`src/rtl/external_device_buffer_pkg.sv`:
```
// Shared definitions for the external device buffer and the DMA engine that
// drains it: word/block geometry, offset width and the buffer state encoding.
package external_device_buffer_pkg;

  localparam int WORD_SIZE       = 16;
  localparam int BLOCKS          = 3;
  localparam int WORDS_PER_BLOCK = 4;
  localparam int OFFSET_W        = 2;

  localparam int TOTAL_WORDS = BLOCKS * WORDS_PER_BLOCK;
  localparam int PTR_W       = $clog2(TOTAL_WORDS);
  localparam int BLOCK_W     = WORDS_PER_BLOCK * WORD_SIZE;

  typedef enum logic [1:0] {
    FILL   = 2'd0,
    DELAY  = 2'd1,
    NOTIFY = 2'd2,
    WAIT   = 2'd3
  } state_e;

  // offset values at or beyond BLOCKS do not address a block
  function automatic logic offset_legal(input logic [OFFSET_W-1:0] off);
    return off < OFFSET_W'(BLOCKS);
  endfunction

endpackage

```
`src/rtl/external_device_buffer_if.sv`:
```
// Handshake/bus bundle between the device-side source, the DMA/CPU side and
// the buffer.
//   in_valid/in_ready/in_data : device word stream into the buffer
//   bg/offset/dma_end         : DMA bus grant, block index, completion
//   edata                     : selected 64-bit block back to the DMA
//   dev_interrupt/incomplete  : CPU notification and sticky error flag
// master = environment (source, DMA, CPU); slave = the buffer.
interface external_device_buffer_if;
  import external_device_buffer_pkg::*;

  logic                 in_valid;
  logic                 in_ready;
  logic [WORD_SIZE-1:0] in_data;
  logic                 bg;
  logic [OFFSET_W-1:0]  offset;
  logic                 dma_end;
  logic [BLOCK_W-1:0]   edata;
  logic                 dev_interrupt;
  logic                 incomplete;

  modport master (
    output in_valid, in_data, bg, offset, dma_end,
    input  in_ready, edata, dev_interrupt, incomplete
  );

  modport slave (
    input  in_valid, in_data, bg, offset, dma_end,
    output in_ready, edata, dev_interrupt, incomplete
  );

endinterface

```
`src/rtl/external_device_buffer_block_buffer.sv`:
```
// Word-write / block-read register array holding one full transfer.
//   clk     : clock
//   wr_en   : write in_data at wr_addr this edge
//   wr_addr : linear word index 0..TOTAL_WORDS-1 (block b owns 4b..4b+3)
//   wr_data : word to store
//   rd_blk  : block index, combinational read
//   rd_data : block rd_blk, word k at bits [16k+15:16k]; zero if rd_blk is
//             not a valid block
// Contents are not reset; they are always rewritten before being served.
module external_device_buffer_block_buffer
  import external_device_buffer_pkg::*;
(
  input  logic                 clk,
  input  logic                 wr_en,
  input  logic [PTR_W-1:0]     wr_addr,
  input  logic [WORD_SIZE-1:0] wr_data,
  input  logic [OFFSET_W-1:0]  rd_blk,
  output logic [BLOCK_W-1:0]   rd_data
);

  logic [BLOCK_W-1:0] mem_q [BLOCKS];

  always_ff @(posedge clk) begin
    if (wr_en) begin
      for (int b = 0; b < BLOCKS; b++) begin
        for (int w = 0; w < WORDS_PER_BLOCK; w++) begin
          if (wr_addr == PTR_W'(b * WORDS_PER_BLOCK + w)) begin
            mem_q[b][w*WORD_SIZE +: WORD_SIZE] <= wr_data;
          end
        end
      end
    end
  end

  always_comb begin
    rd_data = '0;
    for (int b = 0; b < BLOCKS; b++) begin
      if (rd_blk == OFFSET_W'(b)) begin
        rd_data = mem_q[b];
      end
    end
  end

endmodule

```
`src/rtl/external_device_buffer.sv`:
```
// External device buffer: fills 3 blocks x 4 words from the device stream,
// pulses dev_interrupt NOTIFY_DELAY+1 cycles after the last word, then serves
// blocks to the DMA by offset until dma_end, flagging a short transfer.
//   CLK     : clock, all state changes on posedge
//   reset_n : asynchronous active-low reset
//   bus     : slave side of external_device_buffer_if
//
// state  | meaning
// -------+-------------------------------------------------------------
// FILL   | in_ready=1, accepting words into wr_ptr
// DELAY  | buffer full, counting cnt down to the notification
// NOTIFY | dev_interrupt high for this single cycle, seen_mask cleared
// WAIT   | serving buf[offset] on edata until dma_end
module external_device_buffer
  import external_device_buffer_pkg::*;
#(
  parameter int NOTIFY_DELAY = 2
) (
  input logic                      CLK,
  input logic                      reset_n,
  external_device_buffer_if.slave  bus
);

  localparam int CNT_W = (NOTIFY_DELAY < 2) ? 1 : $clog2(NOTIFY_DELAY + 1);

  state_e            state_q, state_d;
  logic [PTR_W-1:0]  wr_ptr_q, wr_ptr_d;
  logic [CNT_W-1:0]  cnt_q, cnt_d;
  logic [BLOCKS-1:0] seen_mask_q, seen_mask_d;
  logic              in_ready_q, in_ready_d;
  logic              dev_interrupt_q, dev_interrupt_d;
  logic              incomplete_q, incomplete_d;

  logic               wr_en;
  logic               grant_ok;
  logic [BLOCK_W-1:0] rd_data;

  assign grant_ok = (bus.bg == 1'b1) && offset_legal(bus.offset);

  external_device_buffer_block_buffer u_block_buffer (
    .clk     (CLK),
    .wr_en   (wr_en),
    .wr_addr (wr_ptr_q),
    .wr_data (bus.in_data),
    .rd_blk  (bus.offset),
    .rd_data (rd_data)
  );

  always_comb begin
    state_d      = state_q;
    wr_ptr_d     = wr_ptr_q;
    cnt_d        = cnt_q;
    seen_mask_d  = seen_mask_q;
    incomplete_d = incomplete_q;
    wr_en        = 1'b0;

    case (state_q)
      FILL: begin
        if (bus.in_valid) begin
          wr_en = 1'b1;
          if (wr_ptr_q == PTR_W'(TOTAL_WORDS - 1)) begin
            wr_ptr_d = '0;
            if (NOTIFY_DELAY == 0) begin
              state_d     = NOTIFY;
              seen_mask_d = '0;
            end else begin
              state_d = DELAY;
              cnt_d   = CNT_W'(NOTIFY_DELAY);
            end
          end else begin
            wr_ptr_d = wr_ptr_q + 1'b1;
          end
        end
      end

      DELAY: begin
        if (cnt_q == '0) begin
          state_d     = NOTIFY;
          seen_mask_d = '0;
        end else begin
          cnt_d = cnt_q - 1'b1;
        end
      end

      NOTIFY: begin
        state_d = WAIT;
      end

      WAIT: begin
        // dma_end takes priority over any grant seen on the same edge
        if (bus.dma_end) begin
          state_d  = FILL;
          wr_ptr_d = '0;
          if (seen_mask_q != '1) begin
            incomplete_d = 1'b1;
          end
        end else if (grant_ok) begin
          for (int b = 0; b < BLOCKS; b++) begin
            if (bus.offset == OFFSET_W'(b)) begin
              seen_mask_d[b] = 1'b1;
            end
          end
        end
      end

      default: begin
        state_d = FILL;
      end
    endcase

    // outputs registered from the next state so they align with it
    in_ready_d      = (state_d == FILL);
    dev_interrupt_d = (state_d == NOTIFY);
  end

  always_ff @(posedge CLK or negedge reset_n) begin
    if (!reset_n) begin
      state_q         <= FILL;
      wr_ptr_q        <= '0;
      cnt_q           <= '0;
      seen_mask_q     <= '0;
      in_ready_q      <= 1'b1;
      dev_interrupt_q <= 1'b0;
      incomplete_q    <= 1'b0;
    end else begin
      state_q         <= state_d;
      wr_ptr_q        <= wr_ptr_d;
      cnt_q           <= cnt_d;
      seen_mask_q     <= seen_mask_d;
      in_ready_q      <= in_ready_d;
      dev_interrupt_q <= dev_interrupt_d;
      incomplete_q    <= incomplete_d;
    end
  end

  // combinational block select so the DMA sees data in the grant cycle
  assign bus.edata         = (state_q == WAIT && grant_ok) ? rd_data : '0;
  assign bus.in_ready      = in_ready_q;
  assign bus.dev_interrupt = dev_interrupt_q;
  assign bus.incomplete    = incomplete_q;

endmodule

```
`src/flat_wrapper.sv`:
```
// flat-port wrapper written by rule: the top's interface ports become plain ports
module external_device_buffer_flat import external_device_buffer_pkg::*;
#(
  parameter int NOTIFY_DELAY = 2
)
  (CLK, reset_n, bus_in_valid, bus_in_data, bus_bg, bus_offset, bus_dma_end, bus_in_ready, bus_edata, bus_dev_interrupt, bus_incomplete);
  external_device_buffer_if bus_i ();
  input logic CLK;
  input logic reset_n;
  input wire logic [$bits(bus_i.in_valid)-1:0] bus_in_valid;
  input wire logic [$bits(bus_i.in_data)-1:0] bus_in_data;
  input wire logic [$bits(bus_i.bg)-1:0] bus_bg;
  input wire logic [$bits(bus_i.offset)-1:0] bus_offset;
  input wire logic [$bits(bus_i.dma_end)-1:0] bus_dma_end;
  output wire logic [$bits(bus_i.in_ready)-1:0] bus_in_ready;
  output wire logic [$bits(bus_i.edata)-1:0] bus_edata;
  output wire logic [$bits(bus_i.dev_interrupt)-1:0] bus_dev_interrupt;
  output wire logic [$bits(bus_i.incomplete)-1:0] bus_incomplete;
  assign bus_i.in_valid = bus_in_valid;
  assign bus_i.in_data = bus_in_data;
  assign bus_i.bg = bus_bg;
  assign bus_i.offset = bus_offset;
  assign bus_i.dma_end = bus_dma_end;
  assign bus_in_ready = bus_i.in_ready;
  assign bus_edata = bus_i.edata;
  assign bus_dev_interrupt = bus_i.dev_interrupt;
  assign bus_incomplete = bus_i.incomplete;
  external_device_buffer #(.NOTIFY_DELAY(NOTIFY_DELAY)) u_core (.CLK(CLK), .reset_n(reset_n), .bus(bus_i));
endmodule
```
`config.mk`:
```
export PLATFORM = sky130hd
export DESIGN_NAME = external_device_buffer_flat
export DESIGN_NICKNAME = d
export VERILOG_FILES = /design/src/rtl/external_device_buffer_pkg.sv /design/src/rtl/external_device_buffer_if.sv /design/src/rtl/external_device_buffer_block_buffer.sv /design/src/rtl/external_device_buffer.sv /design/src/flat_wrapper.sv
export SDC_FILE = /design/constraint.sdc
export NUM_CORES = 1
export LEC_CHECK = 0
export CORE_MARGIN = 8
export CORE_UTILIZATION = 30
export CTS_BUF_LIST = sky130_fd_sc_hd__clkbuf_16
export CTS_CLUSTER_SIZE = 24
export DETAILED_ROUTE_END_ITERATION = 6
export GPL_ROUTABILITY_DRIVEN = 0
export PLACE_DENSITY_LB_ADDON = 0.2
export RECOVER_POWER = 25
export SYNTH_ARGS = -nofsm -noshare
export SYNTH_HDL_FRONTEND = slang
export SYNTH_SLANG_ARGS = --single-unit
export TNS_END_PERCENT = 100
```
`constraint.sdc`:
```
create_clock -name CLK -period 3.3 [get_ports CLK]
set_input_delay 0.33 -clock CLK [delete_from_list [all_inputs] [get_ports CLK]]
set_output_delay 0.33 -clock CLK [all_outputs]
set_load 0.02 [all_outputs]
```
==> results by group, run 1 <==
Global routing
  – Pin count of the biggest net entering global routing: 53
  – First-pass GRT wire length: between 30 and 40 mm
  – Overflow after GRT: 0
  – Tot GR Track Use: 0.121
  – Initial antenna violation count: 0
  – Vias in the first global route: 5083

Yosys
  – Register area share after synthesis: 0.729
  – Gate Count Post-Synth: 567
  – Unique masters post-synth: 39
  – Post-synth top flop: edfxtp_1
  – Post-synth EDFFs: 192
  – Ys Warns: 0
  – Async S/R FF share, synth: 0.0680
  – Synth Net Count: 595
  – Cell area after synthesis: approximately 8400 µm²
  – Yosys reg bits: ~210
  – Syn Area/Cell: 14.8 µm²

Power
  – Power Density: 612 nW/µm²
  – Lkg Pwr: 3.60 nW
  – Peak VDD IR: 0.378 mV
  – Tot Pwr: ~0.0064 W

Clock network
  – Clock-pin slew on the worst setup and hold paths: around 0.060 ns
  – CTS tree: yes
  – Root buffer cell: clkbuf_16
  – Setup bufs post-CTS: 0
  – # hold bufs at CTS: 0
  – Post_cts resized: 0
  – H-tree Lvls: 1
  – Clock latency at the later pin of the worst-skew pair: 0.52 ns
  – CTS Sinks: between 200 and 250
  – Clock buffer depth: 3
  – Num CTS Buffers: 23

Routing
  – Wire length per cell: 19.0 µm
  – Initial DRC count: 272
  – DRT antenna net count: 0
  – Vias: 4832
  – Drt pass-1 iters: 4
  – Post-route DRC: 0
  – DRT Wirelength: 20.3 mm
  – Via density per instance: 4.53

STA
  – Final hold vios: 0
  – Fin crit period: 2.86 ns
  – Worst slew margin: 0.536
  – RSZ-0062 raised after global routing: no
  – Clk_skew: 0.00927 ns
  – Finish-stage setup viols: 0
  – Max Slew Vio Count: 0
  – Fin crit share: 0.866
  – F_max: 350 MHz
  – Setup TNS Final: 0 ns
  – Least-Margin Pin Slew: between 0.6 and 0.7 ns

Layout
  – # diodes: 0
  – Commonest non-fill, non-tap cells in the layout: edfxtp_1, nand2_1, clkdlybuf4s50_1
  – Fillers: 2639
  – NumNets Final: 700
  – Layout cell share with drive strength beyond 1: 0.150
  – Synth-to-Final Area Change: 25.3%
  – Commonest non-fill, non-tap cell in the layout: edfxtp_1

Floorplanning
  – Row Count: just over 60
  – Die ar.: 33600 µm²
  – Die X-Extent: 183 µm
  – Core area: between 20000 and 30000 µm²
  – Initial Util: 0.304
  – # IOs: 90
  – Die Y: 183 µm

Worst setup path
  – Reg-to-reg startpoint: u_core.state_q[1]$_DFF_PN0_
  – Kind of start point of the critical path: flip-flop
  – Worst setup EP type: primary output
  – Crit path launch: u_core.state_q[1]$_DFF_PN0_
  – Critical path start-end classification: reg -> out
  – Crit Path Max Fanout: about 50
  – Arr. time, crit path: 2.53 ns
  – Worst Path Required: 2.97 ns

Job
  – Maxcap violations: 0

Placed design
  – I/O Buffers: 89
  – Post-DP HPWL: ~13 mm

Min path
  – Hold crit path type: in -> async

Status
  – Outcome: complete, no violations
==> state kept, by name, indices dropped and copies added (netlist names) <==
name and cells:
u_core.seen_mask_q 3, u_core.cnt_q 2, u_core.bus.in_ready 1, u_core.u_block_buffer.mem_q 192
u_core.wr_ptr_q 4, u_core.bus.dev_interrupt 1, u_core.bus.incomplete 1, u_core.state_q 2
==> where the power goes <==
part | switching, W | internal (W) | leakage (nW)
combinational | 0.000489 | 0.000327 | 1.32
clock | 0.00101 | 0.00143 | 0.378
sequential | 0.000113 | 0.00307 | 1.91
total | 0.00161 | 0.00482 | 3.60
==> per-layer routing <==
layer	part of all wire	up-vias	GRT usage
met4	0.020	0	0.0303
met2	0.48	117	0.207
met5	0	-	0
met1	0.45	2410	0.154
li1	-	2276	-
met3	0.048	29	0.0233
==> final timing paths <==
check,end,slack (ns),depth (start not counted)
setup / recovery,bus_edata[63],0.44,4
hold / removal,u_core.bus.incomplete$_DFFE_PN0P_,0.31,1
setup reg to reg,u_core.u_block_buffer.mem_q[2][14]$_DFFE_PP_,0.90,4
hold reg to reg,u_core.bus.incomplete$_DFFE_PN0P_,0.48,1
max in group asynchronous,u_core.seen_mask_q[0]$_DFFE_PN0P_,2.55,1
min in group CLK,u_core.seen_mask_q[1]$_DFFE_PN0P_,0.33,4
==> layout make-up <==
class	count	area, µm²	share of cell area
clock inverters	18	148	0.0141
inverters	5	18.8	0.00179
clock buffers	23	576	0.0548
multi-input cells	323	2070	0.197
flip-flops and latches	206	6120	0.582
repair buffers	113	1100	0.105
well taps	378	473	0.0450
==> cell usage after synthesis, types with 2 or more instances <==
cell type,instances,area share
nand3b_1,2,0.0018
and2_1,10,0.0075
nand3_1,4,0.0024
ha_1,5,0.0075
a31oi_1,2,0.0015
buf_2,11,0.0066
inv_1,5,0.0022
or2_1,5,0.0037
nor3b_2,3,0.0045
buf_4,4,0.0036
mux2i_1,64,0.076
edfxtp_1,192,0.69
or2_0,25,0.019
or2_2,35,0.026
nand2_1,78,0.035
buf_6,5,0.0067
clkbuf_1,13,0.0058
dfrtp_1,13,0.039
a21oi_1,66,0.039
nor2_1,3,0.0013
o21ai_0,4,0.0024
==> worst max-delay path, cell delays in order (launching register included) <==
cell	delay (ns)
dfrtp_1	0.53
nand4_1	0.23
buf_12	0.25
a21oi_1	0.31
clkdlybuf4s50_1	0.68
==> cell families after synthesis <==
group,after synthesis,synth area share
mux,64,0.0764
flops,206,0.729
simple gates,175,0.111
compound gates,79,0.0512
buf+inv,38,0.0249
fa+ha+maj,5,0.00746
==> per-stage QoR <==
stage               area [µm²]   util  hold WS (ns)  instances  setup WS [ns]
floorplan                 8390      -        0.0344        567          0.857
global placement          9780  0.354         0.458       1025          0.473
detailed placement        9780  0.354         0.470       1025          0.475
CTS                      10500  0.380         0.238       1066          0.421
global route             10500  0.380         0.346       1066          0.274
finish                   10500  0.380         0.305       1066          0.442
(Power assumes the default switching activity.)
==> run 2: changes to the inputs <==
--- a/config.mk
+++ b/config.mk
@@ -6,7 +6,7 @@
 export NUM_CORES = 1
 export LEC_CHECK = 0
 export CORE_MARGIN = 8
-export CORE_UTILIZATION = 30
+export CORE_UTILIZATION = 50
 export CTS_BUF_LIST = sky130_fd_sc_hd__clkbuf_16
 export CTS_CLUSTER_SIZE = 24
 export DETAILED_ROUTE_END_ITERATION = 6
==> run 2 against run 1 <==
Net effect:
- register-to-register slack improved by 0.05 ns
- via count increased by 0.31%
- worst setup slack got worse by 0.029 ns
- critical endpoint is now bus_edata[41]
- critical path type unchanged
- fmax is 1.0% lower
- largest power group unchanged
- cell count down 15%
- highest routed layer unchanged
- largest cell class unchanged
==> results by group, run 2 (synthesis results as in run 1) <==
Status
  – Outcome: complete, no violations

Layout
  – Commonest non-fill, non-tap cell in the layout: edfxtp_1
  – Commonest non-fill, non-tap cells in the layout: edfxtp_1, nand2_1, clkdlybuf4s50_1
  – Layout cell share with drive strength beyond 1: 0.147
  – Biggest regs: u_core.u_block_buffer.mem_q x192, u_core.wr_ptr_q x4, u_core.seen_mask_q x3
  – Max reg flops: 192
  – # diodes: 0
  – Reg with most FFs: u_core.u_block_buffer.mem_q
  – NumNets Final: around 700
  – Synth-to-Final Area Change: 22.2%
  – Post-route insts no fill: 907

Power
  – Total net switching power: 0.00154 W
  – Power Density: 610 nW/µm²
  – Peak VDD IR: 0.630 mV
  – Tot Pwr: roughly 0.0063 W
  – Pint: 0.00472 W
  – Lkg Pwr: 3.57 nW
  – Sw frac: 0.246
  – Flop pwr share: 0.508
  – Combinational share of power: 0.127
  – Clock Power Share: 0.366

STA
  – Finish-stage setup viols: 0
  – F_max: 346 MHz
  – Fin crit period: approximately 2.9 ns
  – Worst slew margin: 0.561
  – Setup TNS Final: 0 ns
  – RSZ-0062 raised after global routing: no
  – Least-Margin Pin Slew: 0.657 ns
  – Fin crit share: 0.875
  – Clk_skew: 0.00857 ns
  – Final hold vios: 0
  – Max Slew Vio Count: 0

Worst setup path
  – Crit path launch: u_core.state_q[1]$_DFF_PN0_
  – CP Cell Sequence: nand4_1 > buf_4 > a21oi_1 > clkdlybuf4s50_1
  – Reg-to-reg startpoint: u_core.state_q[1]$_DFF_PN0_
  – Crit Path Max Fanout: 48
  – Arr. time, crit path: 2.56 ns
  – CP max stage cell: clkdlybuf4s50_1
  – Critical path start-end classification: reg -> out
  – Worst Path Required: 2.97 ns
  – Largest stage delay on the critical path: 0.66 ns
  – Delay-heaviest family, CP: buffers and inverters
  – Worst setup EP type: primary output
  – Kind of start point of the critical path: flip-flop
  – WP buf/inv: 2

Routing
  – Via density per instance: 5.34
  – Initial DRC count: 265
  – Drt pass-1 iters: 4
  – Post-route DRC: 0
  – Vias: 4847
  – DRT antenna net count: 0
  – DRT Wirelength: 18.4 mm
  – Wire length per cell: 20.3 µm

Clock network
  – CTS Sinks: 206
  – H-tree Lvls: 1
  – Clock buffer depth: 3
  – # hold bufs at CTS: 0
  – Clock-pin slew on the worst setup and hold paths: 0.06 ns
  – Setup bufs post-CTS: 0
  – Clock latency at the later pin of the worst-skew pair: between 0.4 and 0.5 ns
  – Root buffer cell: clkbuf_16
  – Num CTS Buffers: 22
  – CTS tree: yes
  – Post_cts resized: 0

Global routing
  – Tot GR Track Use: 0.174
  – First-pass GRT wire length: 29.0 mm
  – Overflow after GRT: 0
  – Pin count of the biggest net entering global routing: between 40 and 50
  – Vias in the first global route: roughly 5k
  – Initial antenna violation count: 0

Floorplanning
  – # IOs: 90
  – Row Count: 47
  – Initial Util: 0.509
  – Core area: 16500 µm²
  – Die ar.: 21200 µm²
  – Die Y: between 100 and 150 µm
  – Die X-Extent: 146 µm

Placed design
  – I/O Buffers: 89
  – DP Cell Count: 867
  – Post-DP HPWL: between 10 and 15 mm

Min path
  – Hold crit path type: in -> reg
  – HP Start: bus_offset[0]

Job
  – Maxcap violations: 0
## run 2: metal layers
metal | global-route usage | vias up | routed length [µm]
li1 | - | 2276 | -
met1 | 0.237 | 2410 | 8280
met2 | 0.285 | 146 | 8940
met3 | 0.0299 | 15 | 962
met4 | 0.0396 | 0 | 213
met5 | 0 | - | 0
## run 2: power groups by stage
stage                     logic [W]  clock network, W  registers (W)
after floorplan            0.000520                 0        0.00319
after global placement     0.000781                 0        0.00322
after detailed placement   0.000804                 0        0.00323
after CTS                  0.000807           0.00233        0.00318
after global routing       0.000878           0.00243        0.00320
final                      0.000792           0.00229        0.00318
## run 2: worst paths after layout
kind | slack (ns) | depth (start not counted) | endpoint
worst min-delay path | 0.28 | 3 | u_core.seen_mask_q[1]$_DFFE_PN0P_
worst max-delay path | 0.41 | 4 | bus_edata[41]
worst min register to register | 0.47 | 1 | u_core.bus.incomplete$_DFFE_PN0P_
max in group asynchronous | 2.57 | 1 | u_core.wr_ptr_q[1]$_DFFE_PN0P_
min in group asynchronous | 0.31 | 1 | u_core.seen_mask_q[0]$_DFFE_PN0P_
worst max register to register | 0.95 | 4 | u_core.u_block_buffer.mem_q[1][23]$_DFFE_PP_
## run 2: worst min-delay path: stages
cell     delay [ns]
buf_2          0.22
nand2_1        0.12
o41ai_1        0.06
## run 2: layout make-up
| cell class | count | area, µm² |
|---|---|---|
| clock inverters | 17 | 104 |
| flip-flops and latches | 206 | 6120 |
| multi-input cells | 323 | 2070 |
| fillers | 1248 | 6210 |
| repair buffers | 113 | 1090 |
| clock buffers | 23 | 576 |
| inverters | 5 | 18.8 |
| well taps | 220 | 275 |
## run 2: stage by stage
step	hold slack, ns	util	setup slack (ns)	area [µm²]
after floorplan	0.0344	-	0.857	8390
after global placement	0.455	0.581	0.693	9570
after detailed placement	0.458	0.581	0.687	9570
after CTS	0.237	0.623	0.452	10300
after global routing	0.311	0.623	0.335	10300
final	0.276	0.623	0.412	10300
